File: config.mk
export PLATFORM = sky130hd
export DESIGN_NAME = gated_pipe_reg
export DESIGN_NICKNAME = d
export VERILOG_FILES = /design/src/rtl/gated_pipe_pkg.sv /design/src/rtl/gated_reg.sv /design/src/rtl/gated_pipe_reg.sv
export SDC_FILE = /design/constraint.sdc
export NUM_CORES = 1
export LEC_CHECK = 0
export BUFFER_PORTS_ARGS = -buffer_cell sky130_fd_sc_hd__buf_4
export CAP_MARGIN = 15
export CORE_AREA = 2 2 39 41
export DETAILED_ROUTE_END_ITERATION = 6
export DIE_AREA = 0 0 41 43
export GPL_ROUTABILITY_DRIVEN = 0
export GPL_TIMING_DRIVEN = 0
export SLEW_MARGIN = 15
export SYNTH_ARGS = -nofsm -noshare
export SYNTH_HDL_FRONTEND = slang
export SYNTH_SLANG_ARGS = --single-unit
File: constraint.sdc
create_clock -name CLK -period 1.1 [get_ports CLK]
set_input_delay 0.165 -clock CLK [delete_from_list [all_inputs] [get_ports CLK]]
set_output_delay 0.165 -clock CLK [all_outputs]
set_load 0.1 [all_outputs]
File: src/rtl/gated_pipe_pkg.sv
// rtl/gated_pipe_pkg.sv - shared defaults and stage record for the gated pipeline register
package gated_pipe_pkg;

    localparam int DEFAULT_WIDTH = 4;
    localparam int DEFAULT_DEPTH = 1;

    // One pipeline stage as seen at the default width: payload plus its qualifier.
    typedef struct packed {
        logic                     valid;
        logic [DEFAULT_WIDTH-1:0] data;
    } stage_t;

endpackage

File: src/rtl/gated_reg.sv
// rtl/gated_reg.sv - single clock-enabled pipeline stage with flush and synchronous reset
module gated_reg
    import gated_pipe_pkg::*;
#(
    parameter int                 WIDTH     = DEFAULT_WIDTH,
    parameter logic [WIDTH-1:0]   RESET_VAL = '0
) (
    input  logic             clk,
    input  logic             reset,
    input  logic             ce,
    input  logic             flush,
    input  logic [WIDTH-1:0] d,
    input  logic             d_valid,
    output logic [WIDTH-1:0] q,
    output logic             q_valid
);

    // Flush only kills the qualifier; the payload keeps moving with ce.
    always_ff @(posedge clk) begin
        if (reset) begin
            q       <= RESET_VAL;
            q_valid <= 1'b0;
        end else begin
            if (ce) begin
                q <= d;
            end
            if (flush) begin
                q_valid <= 1'b0;
            end else if (ce) begin
                q_valid <= d_valid;
            end
        end
    end

endmodule

File: src/rtl/gated_pipe_reg.sv
// rtl/gated_pipe_reg.sv - DEPTH-stage clock-enabled pipeline; GATED_PIPE_REG_OCC_EN adds the OCC occupancy port
module gated_pipe_reg
    import gated_pipe_pkg::*;
#(
    parameter int               WIDTH     = DEFAULT_WIDTH,
    parameter int               DEPTH     = DEFAULT_DEPTH,
    parameter logic [WIDTH-1:0] RESET_VAL = '0
) (
    input  logic             CLK,
    input  logic             RESET,
    input  logic             CE,
    input  logic             FLUSH,
    input  logic [WIDTH-1:0] I,
    input  logic             I_VALID,
    output logic [WIDTH-1:0] O,
    output logic             O_VALID
`ifdef GATED_PIPE_REG_OCC_EN
    ,
    output logic [$clog2(DEPTH+1)-1:0] OCC
`endif
);

    // Index 0 is the module input; index k+1 is the output of stage k.
    logic [DEPTH:0][WIDTH-1:0] data_chain;
    logic [DEPTH:0]            valid_chain;

    assign data_chain[0]  = I;
    assign valid_chain[0] = I_VALID;

    for (genvar k = 0; k < DEPTH; k++) begin : g_stage
        gated_reg #(
            .WIDTH     (WIDTH),
            .RESET_VAL (RESET_VAL)
        ) u_stage (
            .clk     (CLK),
            .reset   (RESET),
            .ce      (CE),
            .flush   (FLUSH),
            .d       (data_chain[k]),
            .d_valid (valid_chain[k]),
            .q       (data_chain[k+1]),
            .q_valid (valid_chain[k+1])
        );
    end

    assign O       = data_chain[DEPTH];
    assign O_VALID = valid_chain[DEPTH];

`ifdef GATED_PIPE_REG_OCC_EN
    localparam int OCC_W = $clog2(DEPTH+1);

    logic [OCC_W-1:0] occ_q;

    // Tracks valid stages: one entering and one leaving on the same edge cancel out.
    always_ff @(posedge CLK) begin
        if (RESET || FLUSH) begin
            occ_q <= '0;
        end else if (CE) begin
            case ({I_VALID, O_VALID})
                2'b10:   occ_q <= occ_q + OCC_W'(1);
                2'b01:   occ_q <= occ_q - OCC_W'(1);
                default: occ_q <= occ_q;
            endcase
        end
    end

    assign OCC = occ_q;
`endif

endmodule

==> run_results.csv <==
group,metric,value,unit
run_status,outcome,"completed",
synth,synth_cell_types,5,
worst_setup_path,startpoint,"g_stage[0].u_stage.q_valid",
sta,layout_min_cycle_time,1.008,ns
worst_setup_path,endpoint_kind,"output pin",
routing,drt_first_pass_iters,3,
synth,synth_seq_area_share,53.69,%
worst_setup_path,critPathSlowestCell,"dfxtp_2",
global_route,grt_start_max_net_pins,6,
sta,fmax,0.9916,GHz
cells_and_area,seq_area,106.4,um2
clock_network,cts.clk_slew.worst_paths,0.04,ns
cells_and_area,fillers,155,
cells_and_area,final_nets,42,
worst_setup_path,cp_data_arrival_time,0.84,ns
cells_and_area,diodes,0,
hold_path,min_path_type,"input pin to flip-flop",
synth,ys_seq_elements,5,
global_route,grt_overflow,0,
routing,drt-initial-drc-count,2,
sta,setup_viol,0,
synth,netlist.area_leader.share,53.69,%
cells_and_area,multi_input_area,75.07,um2
clock_network,clk_latency,0.24,ns
cells_and_area,area_delta_synth_final,76.51,%
worst_setup_path,r2r-start,"g_stage[0].u_stage.q_valid",
floorplanning,rows,14,
worst_setup_path,crit_type,"flip-flop to output pin",
clock_network,cts.sinks,5,
routing,wl_per_cell,9.063,um
pwr,irDropWorstVdd,439.2,uV
floorplanning,pin_count,14,
routing,ant_nets,0,
clock_network,cts_setup_buffers,0,
worst_setup_path,start_kind,"flip-flop",
synth,synth_edf_count,0,
synth,async_flop_share,0,%
worst_setup_path,crit_end,"O_VALID",
sta,maxSlewHeadroom,81.41,%
clock_network,cts_root_buf,"clkbuf_4",
routing,num_vias,166,
sta,setup_tns,0,ns
worst_setup_path,timing.rr.end,"g_stage[0].u_stage.q_valid",
synth,yosys-top-cells-area,"dfxtp_1, mux2i_1, nor2_1",
placement,port_buffers,12,
worst_setup_path,crit_chain,"buf_4",
floorplanning,fp.dieH,43,um
routing,drc_errors,0,
routing,wl,435,um
worst_setup_path,cp.required,0.94,ns
routing,via_per_inst,3.458,
synth,netlist_area,186.4,um2
synth,netlist.top_cell.by_area,"dfxtp_1",
flow_run,maxCapViolations,0,
sta,drv_slew,0,
sta,grt_setup_unrepaired,"no",
pwr,totalPowerFinal,540.7,uW
worst_setup_path,crit_family,"flip-flops",
synth,synth-warning-count,0,
worst_setup_path,critical_path_buf_inv_count,1,
cells_and_area,drive_gt1_share,68.75,%
clock_network,cts_buffer_depth,2,
global_route,antenna_found_initial,0,
clock_network,htreeDepth,1,
sta,worst_pin_slew,0.2812,ns
global_route,grt_pass1_wl,565,um
synth,ys.flop_type,"dfxtp_1",
clock_network,cts_buffers,3,
floorplanning,fp.coreArea,1384,um2
worst_setup_path,worstPathMaxFanout,2,
sta,skew,0,ns
synth,syn_inst,16,
worst_setup_path,path_depth,1,
synth,syn_nets,25,
clock_network,cts_resized,0,
synth,synth_area_per_cell,11.65,um2
clock_network,cts_tree,"yes",
global_route,grt_pass1_vias,160,
worst_setup_path,r2r_setup_slack,0.47,ns
floorplanning,die-area,1763,um2
pwr,p_leak,0.1625,nW
worst_setup_path,max_stage_delay,0.32,ns
floorplanning,start_util,13.47,%
floorplanning,die_w,41,um
global_route,grt_usage,5.611,%
sta,fin_crit_sh,91.68,%
pwr,cellPowerDensity,1643,nW/um2
clock_network,cts_hold_buf,0,
worst_setup_path,ff2ff_path_depth,2,
synth,ys_top_cells_by_count,"dfxtp_1, mux2i_1, nor2_1",
sta,hold_viol,0,
==> per-layer routing <==
metal / global-route usage [%] / wire (um) / vias to the layer above
li1: - / - / 85
met1: 5.431 / 206 / 67
met2: 5.938 / 142 / 14
met3: 5.759 / 86 / 0
met4: 6.000 / 0 / 0
met5: 0 / 0 / -
==> registers in the layout, summed over array words and instances (netlist names) <==
| signal | count |
|---|---|
| g_stage.u_stage.q | 4 |
| g_stage.u_stage.q_valid | 1 |
==> metrics by stage <==
step           setup slack [ns]  hold slack, ns  util [%]  area (um2)  instances
6_report                0.09155         0.07474     23.78       329.1         48
5_1_grt                 0.05957         0.06810     23.78       329.1         48
4_1_cts                 0.07616         0.06533     23.78       329.1         48
3_5_place_dp             0.3403          0.3235     21.88       302.8         44
3_3_place_gp             0.3430          0.3242     21.88       302.8         44
2_1_floorplan            0.1272          0.2266         -       192.7         16
==> where the power goes <==
group	leakage [nW]	total, mW	switching (mW)	internal, mW
logic	0.104	0.133	0.0910	0.0420
registers	0.0430	0.198	0.00451	0.194
clock network	0.0150	0.209	0.0725	0.137
total	0.163	0.541	0.168	0.373
==> final cells by class <==
| class | count | area share [%] |
|---|---|---|
| sequential | 5 | 32.32 |
| timing repair buffer | 12 | 27.38 |
| multi-input combinational | 10 | 22.81 |
| clock buffer | 4 | 7.985 |
| tap | 16 | 6.084 |
| buffer | 1 | 3.422 |
==> cells in the final DEF, fill, tap and decap left out <==
master / n
buf_4: 12
nor2_1: 4
buf_6: 1
clkbuf_4: 3
clkbuf_1: 1
nor3_2: 1
dfxtp_2: 5
mux2i_1: 5
==> kinds of logic after synthesis <==
family	count (synthesis)	share of synthesized area [%]
DFF	5	53.69
muxes	5	26.85
and+or+nand+nor	5	13.42
buffers and inverters	1	6.040
==> worst min-delay path by stage <==
stage,start,endpoint,slack (ns),cells past startpoint
after floorplan,RESET,g_stage[0].u_stage.q_valid,0.23,1
after global placement,FLUSH,g_stage[0].u_stage.q_valid,0.32,2
after detailed placement,FLUSH,g_stage[0].u_stage.q_valid,0.32,2
after CTS,FLUSH,g_stage[0].u_stage.q_valid,0.07,2
after global routing,FLUSH,g_stage[0].u_stage.q_valid,0.07,2
final,FLUSH,g_stage[0].u_stage.q_valid,0.07,2
==> worst register-to-register path, stage by stage, from the launching register on <==
cell and delay (ns):
dfxtp_2 0.31, mux2i_1 0.16, nor3_2 0.05
(Power assumes the default switching activity.)
